[config.mk]
export PLATFORM = sky130hd
export DESIGN_NAME = recv_sched
export DESIGN_NICKNAME = d
export VERILOG_FILES = /design/src/rtl/recv_sched_pkg.sv /design/src/rtl/rr_arbiter.sv /design/src/rtl/recv_sched.sv
export SDC_FILE = /design/constraint.sdc
export NUM_CORES = 1
export LEC_CHECK = 0
export CORE_MARGIN = 2
export CORE_UTILIZATION = 23
export DETAILED_ROUTE_END_ITERATION = 6
export PLACE_DENSITY_LB_ADDON = 0.3
export SYNTH_ARGS = -nofsm -noshare
export SYNTH_HDL_FRONTEND = slang
export SYNTH_SLANG_ARGS = --single-unit
[constraint.sdc]
create_clock -name clk_in -period 8.1 [get_ports clk_in]
set_input_delay 1.62 -clock clk_in [delete_from_list [all_inputs] [get_ports clk_in]]
set_output_delay 1.62 -clock clk_in [all_outputs]
set_load 0.01 [all_outputs]
[src/rtl/recv_sched_pkg.sv]
// Shared types and width helpers for the receiver scheduler.
package recv_sched_pkg;

    typedef enum logic [1:0] {
        ST_IDLE,
        ST_ISSUE,
        ST_WAIT,
        ST_ABORT
    } recv_sched_state_t;

    function automatic int timer_width(input int cycles);
        return (cycles > 1) ? $clog2(cycles) : 1;
    endfunction

    function automatic int idx_width(input int n);
        return (n > 1) ? $clog2(n) : 1;
    endfunction

endpackage

[src/rtl/rr_arbiter.sv]
// Combinational round-robin pick: first request at or after ptr_i, wrapping.
// Zero latency; when en_i is low the grant is all zeros.
module rr_arbiter
    import recv_sched_pkg::*;
#(
    parameter int N_REQ = 4,
    parameter int IW    = idx_width(N_REQ)
) (
    input  logic [N_REQ-1:0] req_i,
    input  logic [IW-1:0]    ptr_i,
    input  logic             en_i,
    output logic [N_REQ-1:0] gnt_o
);

    logic [IW-1:0] cand;
    logic          found;

    always_comb begin
        gnt_o = '0;
        found = 1'b0;
        cand  = '0;
        for (int k = 0; k < N_REQ; k++) begin
            cand = IW'((int'(ptr_i) + k) % N_REQ);
            if (en_i && !found && req_i[cand]) begin
                gnt_o[cand] = 1'b1;
                found       = 1'b1;
            end
        end
    end

endmodule

[src/rtl/recv_sched.sv]
// Shares one UART receiver between N_REQ requesters, one burst at a time, round-robin.
// All outputs registered; a start pulse is held back while the receiver reports busy.
module recv_sched
    import recv_sched_pkg::*;
#(
    parameter int N_REQ          = 4,
    parameter int DATA_SIZE      = 16,
    parameter int LEN_W          = 8,
    parameter int TIMEOUT_CYCLES = 100000
) (
    input  logic                   clk_in,
    input  logic                   rst_in,
    input  logic [N_REQ-1:0]       req_in,
    input  logic [N_REQ*LEN_W-1:0] len_in,
    output logic [N_REQ-1:0]       grant_out,
    output logic [DATA_SIZE-1:0]   data_out,
    output logic [N_REQ-1:0]       valid_out,
    output logic [N_REQ-1:0]       done_out,
    output logic [N_REQ-1:0]       timeout_out,
    output logic                   recv_start_out,
    output logic                   recv_rst_out,
    input  logic                   recv_busy_in,
    input  logic [DATA_SIZE-1:0]   recv_data_in,
    input  logic                   recv_new_in
);

    localparam int IW = idx_width(N_REQ);
    localparam int TW = timer_width(TIMEOUT_CYCLES);

    recv_sched_state_t    state_q, state_d;
    logic [IW-1:0]        ptr_q, ptr_d;
    logic [LEN_W-1:0]     remaining_q, remaining_d;
    logic [TW-1:0]        timer_q, timer_d;
    logic [N_REQ-1:0]     grant_q, grant_d;
    logic [DATA_SIZE-1:0] data_q, data_d;
    logic [N_REQ-1:0]     valid_q, valid_d;
    logic [N_REQ-1:0]     done_q, done_d;
    logic [N_REQ-1:0]     timeout_q, timeout_d;
    logic                 start_q, start_d;
    logic                 rrst_q, rrst_d;

    logic [N_REQ-1:0]     arb_gnt;
    logic [IW-1:0]        arb_idx;
    logic [LEN_W-1:0]     arb_len;

    rr_arbiter #(.N_REQ(N_REQ), .IW(IW)) u_arb (
        .req_i (req_in),
        .ptr_i (ptr_q),
        .en_i  (state_q == ST_IDLE),
        .gnt_o (arb_gnt)
    );

    always_comb begin
        arb_idx = '0;
        arb_len = '0;
        for (int i = 0; i < N_REQ; i++) begin
            if (arb_gnt[i]) begin
                arb_idx = IW'(i);
                arb_len = len_in[i*LEN_W +: LEN_W];
            end
        end
    end

    always_comb begin
        state_d     = state_q;
        ptr_d       = ptr_q;
        remaining_d = remaining_q;
        timer_d     = timer_q;
        grant_d     = grant_q;
        data_d      = data_q;
        valid_d     = '0;
        done_d      = '0;
        timeout_d   = '0;
        start_d     = 1'b0;
        rrst_d      = 1'b0;
        case (state_q)
            ST_IDLE: begin
                // The previous grant is still visible alongside its done strobe; drop it here.
                grant_d = '0;
                if (|arb_gnt) begin
                    ptr_d       = (arb_idx == IW'(N_REQ - 1)) ? '0 : arb_idx + IW'(1);
                    remaining_d = arb_len;
                    if (arb_len == '0) begin
                        done_d = arb_gnt;
                    end else begin
                        grant_d = arb_gnt;
                        state_d = ST_ISSUE;
                    end
                end
            end
            ST_ISSUE: begin
                if (!recv_busy_in) begin
                    start_d = 1'b1;
                    timer_d = '0;
                    state_d = ST_WAIT;
                end
            end
            ST_WAIT: begin
                // A word arriving on the expiry cycle takes priority over the timeout.
                if (recv_new_in) begin
                    data_d      = recv_data_in;
                    valid_d     = grant_q;
                    remaining_d = remaining_q - LEN_W'(1);
                    if (remaining_q == LEN_W'(1)) begin
                        done_d  = grant_q;
                        state_d = ST_IDLE;
                    end else begin
                        state_d = ST_ISSUE;
                    end
                end else if (timer_q == TW'(TIMEOUT_CYCLES - 1)) begin
                    timeout_d = grant_q;
                    rrst_d    = 1'b1;
                    state_d   = ST_ABORT;
                end else begin
                    timer_d = timer_q + TW'(1);
                end
            end
            ST_ABORT: begin
                grant_d = '0;
                state_d = ST_IDLE;
            end
            default: state_d = ST_IDLE;
        endcase
    end

    always_ff @(posedge clk_in or posedge rst_in) begin
        if (rst_in) begin
            state_q     <= ST_IDLE;
            ptr_q       <= '0;
            remaining_q <= '0;
            timer_q     <= '0;
            grant_q     <= '0;
            data_q      <= '0;
            valid_q     <= '0;
            done_q      <= '0;
            timeout_q   <= '0;
            start_q     <= 1'b0;
            rrst_q      <= 1'b0;
        end else begin
            state_q     <= state_d;
            ptr_q       <= ptr_d;
            remaining_q <= remaining_d;
            timer_q     <= timer_d;
            grant_q     <= grant_d;
            data_q      <= data_d;
            valid_q     <= valid_d;
            done_q      <= done_d;
            timeout_q   <= timeout_d;
            start_q     <= start_d;
            rrst_q      <= rrst_d;
        end
    end

    assign grant_out      = grant_q;
    assign data_out       = data_q;
    assign valid_out      = valid_q;
    assign done_out       = done_q;
    assign timeout_out    = timeout_q;
    assign recv_start_out = start_q;
    assign recv_rst_out   = rrst_q;

endmodule

==> results of run 1 <==
==> path summary, 6_finish.rpt <==
kind	end	cells past startpoint	slack (ns)	from
worst max-delay path	state_q[1]	10	3.35	req_in[1]
worst min-delay path	data_out[11]	1	0.50	data_out[11]
worst max register to register	state_q[1]	11	3.93	ptr_q[0]
worst min register to register	data_out[11]	1	0.50	data_out[11]
max in group asynchronous	data_out[2]	3	5.73	rst_in
min in group asynchronous	data_out[11]	3	1.85	rst_in
==> metal layers <==
layer | routed length, um | global-route usage
met2 | 5065 | 0.1985
met4 | 162 | 0.04078
met1 | 5014 | 0.1614
met3 | 504 | 0.02816
met5 | 0 | 0
==> synth_stat cells, drive strengths merged (7+ instances only) <==
library cell / instances
a21oi: 25
a22oi: 7
and2: 11
clkbuf: 11
dfrtp: 63
ha: 14
inv: 11
mux2: 20
nand2: 43
nand2b: 7
nand3: 25
nand4: 13
nor2: 33
nor3: 7
o211ai: 9
o21ai: 21
o22ai: 8
xor2: 13
==> cells by family (layout without fill, tap and decap cells) <==
logic type                 count (synthesis)  in the layout  share of synthesized area
AOI/OAI and AO/OA                         99             99                     0.1766
xor gates and xnor gates                  15             15                    0.03408
adders and majority gates                 14             14                    0.04544
buffers and inverters                     28            118                    0.03116
DFF                                       63             63                     0.4090
muxes                                     24             24                    0.07952
and+or+nand+nor                          166            166                     0.2243
==> cells in the final DEF, fill, tap and decap left out, types with 3 or more instances in the layout <==
master                             n
sky130_fd_sc_hd__a21oi_1          25
sky130_fd_sc_hd__a22o_1            4
sky130_fd_sc_hd__a22oi_1           6
sky130_fd_sc_hd__a31oi_1           5
sky130_fd_sc_hd__and2_1           11
sky130_fd_sc_hd__and3_1            6
sky130_fd_sc_hd__clkbuf_16         9
sky130_fd_sc_hd__clkdlybuf4s50_1  89
sky130_fd_sc_hd__dfrtp_1          63
sky130_fd_sc_hd__ha_1             14
sky130_fd_sc_hd__inv_1            10
sky130_fd_sc_hd__mux2_2           19
sky130_fd_sc_hd__nand2_1          41
sky130_fd_sc_hd__nand2b_1          7
sky130_fd_sc_hd__nand3_1          24
sky130_fd_sc_hd__nand3b_1          4
sky130_fd_sc_hd__nand4_1          13
sky130_fd_sc_hd__nor2_1           33
sky130_fd_sc_hd__nor2b_1           6
sky130_fd_sc_hd__nor3_1            7
sky130_fd_sc_hd__o211a_1           4
sky130_fd_sc_hd__o211ai_1          6
sky130_fd_sc_hd__o211ai_2          3
sky130_fd_sc_hd__o21ai_0          17
sky130_fd_sc_hd__o21ai_1           4
sky130_fd_sc_hd__o22ai_1           8
sky130_fd_sc_hd__xor2_1           13
==> cell type report <==
| type | count | area share |
|---|---|---|
| multi-input combinational | 318 | 0.4099 |
| clock buffer | 10 | 0.04539 |
| clock inverter | 6 | 0.01307 |
| sequential | 63 | 0.2994 |
| timing repair buffer | 91 | 0.1721 |
| inverter | 11 | 0.007842 |
| tap | 220 | 0.05228 |
==> per-stage QoR <==
stage	area, um^2	hold WS [ns]	instances	power [uW]	utilization
after floorplan	3855	0.4966	409	1233	-
after global placement	4957	0.4868	703	1511	0.3011
after detailed placement	4957	0.4920	703	1538	0.3011
after CTS	5265	0.5051	719	1940	0.3198
after global routing	5265	0.5163	719	2077	0.3198
final	5265	0.5006	719	1929	0.3198
==> worst max-delay path, cell delays in order <==
cell                              delay [ns]
sky130_fd_sc_hd__clkdlybuf4s50_1        0.57
sky130_fd_sc_hd__and2b_1                0.20
sky130_fd_sc_hd__mux4_2                 0.51
sky130_fd_sc_hd__a22oi_2                0.50
sky130_fd_sc_hd__o21a_1                 0.41
sky130_fd_sc_hd__nand4_1                0.26
sky130_fd_sc_hd__o211ai_1               0.44
sky130_fd_sc_hd__nor4_4                 0.10
sky130_fd_sc_hd__a31o_2                 0.26
sky130_fd_sc_hd__a32oi_1                0.13
==> sequential cells by signal (all words and copies together), names as in the netlist <==
name            cells
timer_q            17
data_out           16
remaining_q         8
done_out            4
grant_out           4
timeout_out         4
valid_out           4
ptr_q               2
state_q             2
recv_rst_out        1
recv_start_out      1
==> power by group through the flow <==
stage               clock (uW)  sequential, uW  combinational, uW
finish                     396             492               1040
global placement             0             493               1020
floorplan                    0             496                737
detailed placement           0             497               1040
global route               421             507               1150
CTS                        405             492               1040
==> parameters.txt, run 1 <==
Parameter                              Value

Power and ir drop
  Switching portion of total power ... 0.4292
  Combinational fraction of design power ... 0.539
  Share of total power in sequential cells ... 0.255
  P_int ... 1101 uW
  Cell Pwr Density ... 366.5 nW/um^2
  Leakage component of the power ... 0.002157 uW
  Clock share of power ... 0.205
  Psw ... 828.1 uW
  Worst-case vdd ir drop ... 0.0001418 V

Placed design
  Port Buffer Count ... 89
  Post-DP HPWL ... 7977 um
  Place WS ... 2.997 ns
  Gpl congestion ... 0.8298

Routing
  First-pass iteration count of the detailed router ... 5
  Remaining routing DRC violations ... 0
  Drt total wl ... 10750 um
  Average wire per standard cell ... 14.95 um
  Vias after detailed routing ... 3400
  Count of antenna-violating nets left after detailed routing ... 0
  DRC violation total after the first TritonRoute iteration ... 219
  Number of vias per cell ... 4.729

Synthesis
  Part of the Yosys area used for sequential elements ... 0.4090
  Area share of the largest cell type after synthesis ... 0.4090
  Number of distinct library cells after synthesis ... 58
  Number of enable-type register cells in the synthesized netlist ... 0
  Number of flip-flops and latches in the synthesized netlist ... 63
  Main flop type after synthesis ... sky130_fd_sc_hd__dfrtp_1
  Number of warnings reported in the yosys synthesis log ... 0
  Post-synthesis net count ... 479
  Synthesized instance count ... 409
  Synth area leader ... sky130_fd_sc_hd__dfrtp_1
  Avg Inst Size Synth ... 9.425 um^2
  Total standard cell area after synthesis ... 3855 um^2
  Synth area leaders ... sky130_fd_sc_hd__dfrtp_1 (41%), sky130_fd_sc_hd__mux2_2 (5.6%), sky130_fd_sc_hd__ha_1 (4.5%)
  Share of flip-flops with an asynchronous set or reset ... 1.000

Die
  Die X ... 133.5 um
  Chip Height ... 133.5 um
  Num rows ... 47
  Die ar. ... 17810 um^2
  Placeable core area ... 16470 um^2
  Initial standard-cell utilization of the core ... 0.2341
  IO Count ... 90

Layout
  Diode count ... 0
  Combined area of the multi-input logic cells ... 2158 um^2
  Synth-to-layout area growth ... 36.58%
  Sequential Area ... 1577 um^2
  Filler cell count in the final layout ... 1669
  Final net count ... 564
  Fraction of layout instances using a drive strength above 1 ... 0.1082

Critical path
  Worst path arrival time ... 5.01 ns
  Type of the worst setup path ... input port to register
  Kind of end point of the critical path ... register
  Critical path data required time ... 8.36 ns
  Peak fanout along the critical path ... 13
  Worst Setup Start Kind ... input port

Global route
  Pin count of the biggest net entering global routing ... 64
  First-pass GRT wire length ... 17420 um
  Aggregate global routing overflow ... 0
  Vias in the first global route ... 3349
  All-layer global routing usage ... 0.1224
  Initial antenna violation count ... 0

Clocking
  Number of buffers created by CTS ... 9
  Number of post-CTS setup repair buffers ... 0
  Clock edge transition at the registers on the reported setup and hold paths ... 0.06 ns
  Clock Sink Count ... 63
  Number of hold buffers added after CTS ... 0
  Buffer cell driving the clock tree root ... sky130_fd_sc_hd__clkbuf_16
  Clock latency of the later-clocked register in the worst-skew pair ... 0.34 ns
  H-tree depth ... 3
  Count of instances resized after the clock tree is built ... 0
  Clock tree buffer depth ... 2
  TritonCTS clock tree ... built

Timing
  Transition time of the tightest slew-check pin ... 0.9005 ns
  Ratio of final minimum period to clock period ... 0.5866
  Setup TNS Final ... 0 ns
  RSZ-0062 raised after global routing ... no
  Time the final worst path needs with I/O delays and setup ... 4.752 ns
  Final worst slack ... 3.348 ns
  Fin. Hold Viols ... 0
  Count of endpoints failing setup in the final report ... 0
  Worst setup skew after layout ... 0.007717 ns
  Highest attainable clock frequency ... 210.5 MHz
  Slew headroom ... 0.3996
  Count of final max-slew check failures ... 0

Flow run
  Max-capacitance violation count ... 0

Hold path
  Path category of the worst min-delay check ... register to register

Outcome
  Outcome ... complete, no violations
No activity file was read; power rests on OpenSTA's default activity.
==> inputs of run 2 (changes only) <==
clock period = 4.82 ns   (was 8.1 ns; I/O delays follow)
==> parameters.txt, run 2 (synthesis results as in run 1) <==
Parameter                              Value

Outcome
  Outcome ... complete, no violations

Global route
  Aggregate global routing overflow ... 0 (unchanged)
  Pin count of the biggest net entering global routing ... 44 (-31%)
  All-layer global routing usage ... 0.1233 (+0.0008667)
  Initial antenna violation count ... 0 (unchanged)
  First-pass GRT wire length ... 17640 um (+1.3%)
  Met2 demand-to-capacity share in global routing ... 0.1993 (+0.0008591)
  Met3 global-route usage ... 0.02892 (+0.0007610)
  Vias in the first global route ... 3286 (-1.9%)
  Busiest metal layer after global routing ... met2
  Routing usage on met1 ... 0.1630 (+0.001654)

Routing
  Number of vias per cell ... 4.703 (-0.54%)
  First-pass iteration count of the detailed router ... 4 (-1)
  Remaining routing DRC violations ... 0 (unchanged)
  Count of antenna-violating nets left after detailed routing ... 0 (unchanged)
  Vias after detailed routing ... 3391 (-0.26%)
  Drt total wl ... 10650 um (-0.87%)
  DRC violation total after the first TritonRoute iteration ... 237 (+8.2%)
  Average wire per standard cell ... 14.78 um (-1.1%)

Critical path
  Number of cell instances on the worst register-to-register path ... 8 (-3)
  Type of the worst setup path ... register to register
  Kind of end point of the critical path ... register
  Worst Setup Start Kind ... register
  R2R Setup Slk ... 0.65 ns (-3.28 ns)
  RR Endpoint ... remaining_q[2]
  Peak fanout along the critical path ... 17 (+4)
  Critical path data required time ... 5.04 ns (-3.32 ns)
  Reg-to-Reg Start ... ptr_q[0]
  Last element of the critical path ... remaining_q[2]
  Worst path arrival time ... 4.39 ns (-0.62 ns)
  Launch point of the critical path ... ptr_q[0]

Clocking
  H-tree depth ... 3 (unchanged)
  Clock Sink Count ... 63 (unchanged)
  Number of hold buffers added after CTS ... 0 (unchanged)
  Buffer cell driving the clock tree root ... sky130_fd_sc_hd__clkbuf_16
  Number of post-CTS setup repair buffers ... 0 (unchanged)
  Clock tree buffer depth ... 2 (unchanged)
  Count of instances resized after the clock tree is built ... 0 (unchanged)
  TritonCTS clock tree ... built
  Number of buffers created by CTS ... 9 (unchanged)
  Clock latency of the later-clocked register in the worst-skew pair ... 0.34 ns (about the same)
  Clock edge transition at the registers on the reported setup and hold paths ... 0.06 ns (about the same)

Timing
  Fin. Hold Viols ... 0 (unchanged)
  Time the final worst path needs with I/O delays and setup ... 4.169 ns
  RSZ-0062 raised after global routing ... no
  Ratio of final minimum period to clock period ... 0.8650
  Setup TNS Final ... 0 ns (unchanged)
  Count of endpoints failing setup in the final report ... 0 (unchanged)
  Count of final max-slew check failures ... 0 (unchanged)
  Slew headroom ... 0.4167 (+0.01702)
  Highest attainable clock frequency ... 239.9 MHz
  Transition time of the tightest slew-check pin ... 0.8750 ns (-0.02552 ns)
  Worst setup skew after layout ... 0.006228 ns (-0.001489 ns)

Placed design
  Post-DP HPWL ... 8067 um (+1.1%)
  Count of placed standard cells including taps ... 705 (+0.28%)
  Gpl congestion ... 0.8692 (+4.7%)
  Placed cell area ... 4972 um^2 (+0.30%)
  Port Buffer Count ... 89 (unchanged)

Layout
  Combined area of the multi-input logic cells ... 2158 um^2 (unchanged)
  Commonest non-fill, non-tap cell in the layout ... sky130_fd_sc_hd__clkdlybuf4s50_1
  Final net count ... 566 (+0.35%)
  Final instance area ... 5256 um^2 (-0.17%)
  Most frequent cells in the layout ... sky130_fd_sc_hd__clkdlybuf4s50_1 (89), sky130_fd_sc_hd__dfrtp_1 (63), sky130_fd_sc_hd__nand2_1 (41)
  Fraction of layout instances using a drive strength above 1 ... 0.1118 (+0.003560)
  Sequential Area ... 1577 um^2 (unchanged)
  Diode count ... 0 (unchanged)
  Register ranked first by flip-flop count ... timer_q
  Filler cell count in the final layout ... 1722 (+3.2%)
  Flip-flop count of the largest register after layout ... 17 (unchanged)
  Synth-to-layout area growth ... 36.35%
  Non-filler cells in the finished layout ... 721 (+0.28%)

Die
  Placeable core area ... 16470 um^2 (unchanged)
  Num rows ... 47 (unchanged)
  IO Count ... 90 (unchanged)
  Chip Height ... 133.5 um (unchanged)
  Die ar. ... 17810 um^2 (unchanged)
  Die X ... 133.5 um (unchanged)
  Initial standard-cell utilization of the core ... 0.2341 (unchanged)

Power and ir drop
  Leakage component of the power ... 0.002148 uW (-0.41%)
  Cell Pwr Density ... 608.1 nW/um^2 (+66%)
  Worst-case vdd ir drop ... 0.0002064 V (+46%)

Hold path
  Path category of the worst min-delay check ... register to register

Flow run
  Max-capacitance violation count ... 0 (unchanged)
run 2: changes by cell type in the layout (fill, tap and decap cells not counted), sizes merged:
cell	previous run	this run
buf	2	4
bufinv	1	0
clkinv	3	2
clkinvlp	1	3
run 2: layout make-up:
class | instances | area share
clock buffers | 10 | 0.04547
clock inverters | 6 | 0.008569
inverters | 11 | 0.007855
multi-input cells | 318 | 0.4106
flip-flops and latches | 63 | 0.2999
well taps | 220 | 0.05237
repair buffers | 93 | 0.1752
run 2: power by group:
group / internal (uW) / switching (uW) / total (uW) / leakage (uW)
Clock: 363 / 247 / 610 / 0.000131
Sequential: 685 / 141 / 826 / 0.000821
Combinational: 761 / 999 / 1760 / 0.00120
Total: 1810 / 1390 / 3200 / 0.00215
run 2: stage by stage:
step / worst slack, ns / hold slack (ns) / total power, uW / utilization
floorplan: 1.401 / 0.4966 / 2072 / -
global placement: 0.6260 / 0.4854 / 2554 / 0.3020
detailed placement: 0.4703 / 0.4943 / 2591 / 0.3020
CTS: 0.6791 / 0.5069 / 3211 / 0.3192
global route: 0.2838 / 0.5129 / 3462 / 0.3192
finish: 0.6509 / 0.5028 / 3196 / 0.3192
run 2: critical path: stages, from the launching register on:
cell and delay [ns]:
sky130_fd_sc_hd__dfrtp_1 0.63, sky130_fd_sc_hd__inv_1 0.23, sky130_fd_sc_hd__ha_1 0.46, sky130_fd_sc_hd__mux4_1 0.82, sky130_fd_sc_hd__o21ai_1 0.55, sky130_fd_sc_hd__nand2_1 0.27
sky130_fd_sc_hd__a31oi_2 0.61, sky130_fd_sc_hd__o21ai_0 0.20, sky130_fd_sc_hd__a22o_1 0.27
run 2: worst min path at each step:
stage / endpoint / cells after the start / from / slack [ns]
floorplan: timer_q[16] / 2 / timer_q[16] / 0.50
global placement: data_out[9] / 1 / data_out[9] / 0.49
detailed placement: data_out[8] / 1 / data_out[8] / 0.49
CTS: data_out[8] / 1 / data_out[8] / 0.51
global route: data_out[10] / 1 / data_out[10] / 0.51
finish: data_out[2] / 1 / data_out[2] / 0.50
run 2: layer usage:
| metal | vias up | share of wire |
|---|---|---|
| met2 | 107 | 0.47 |
| met4 | 0 | 0.019 |
| met3 | 19 | 0.054 |
| met5 | - | 0 |
| li1 | 1662 | - |
| met1 | 1603 | 0.46 |
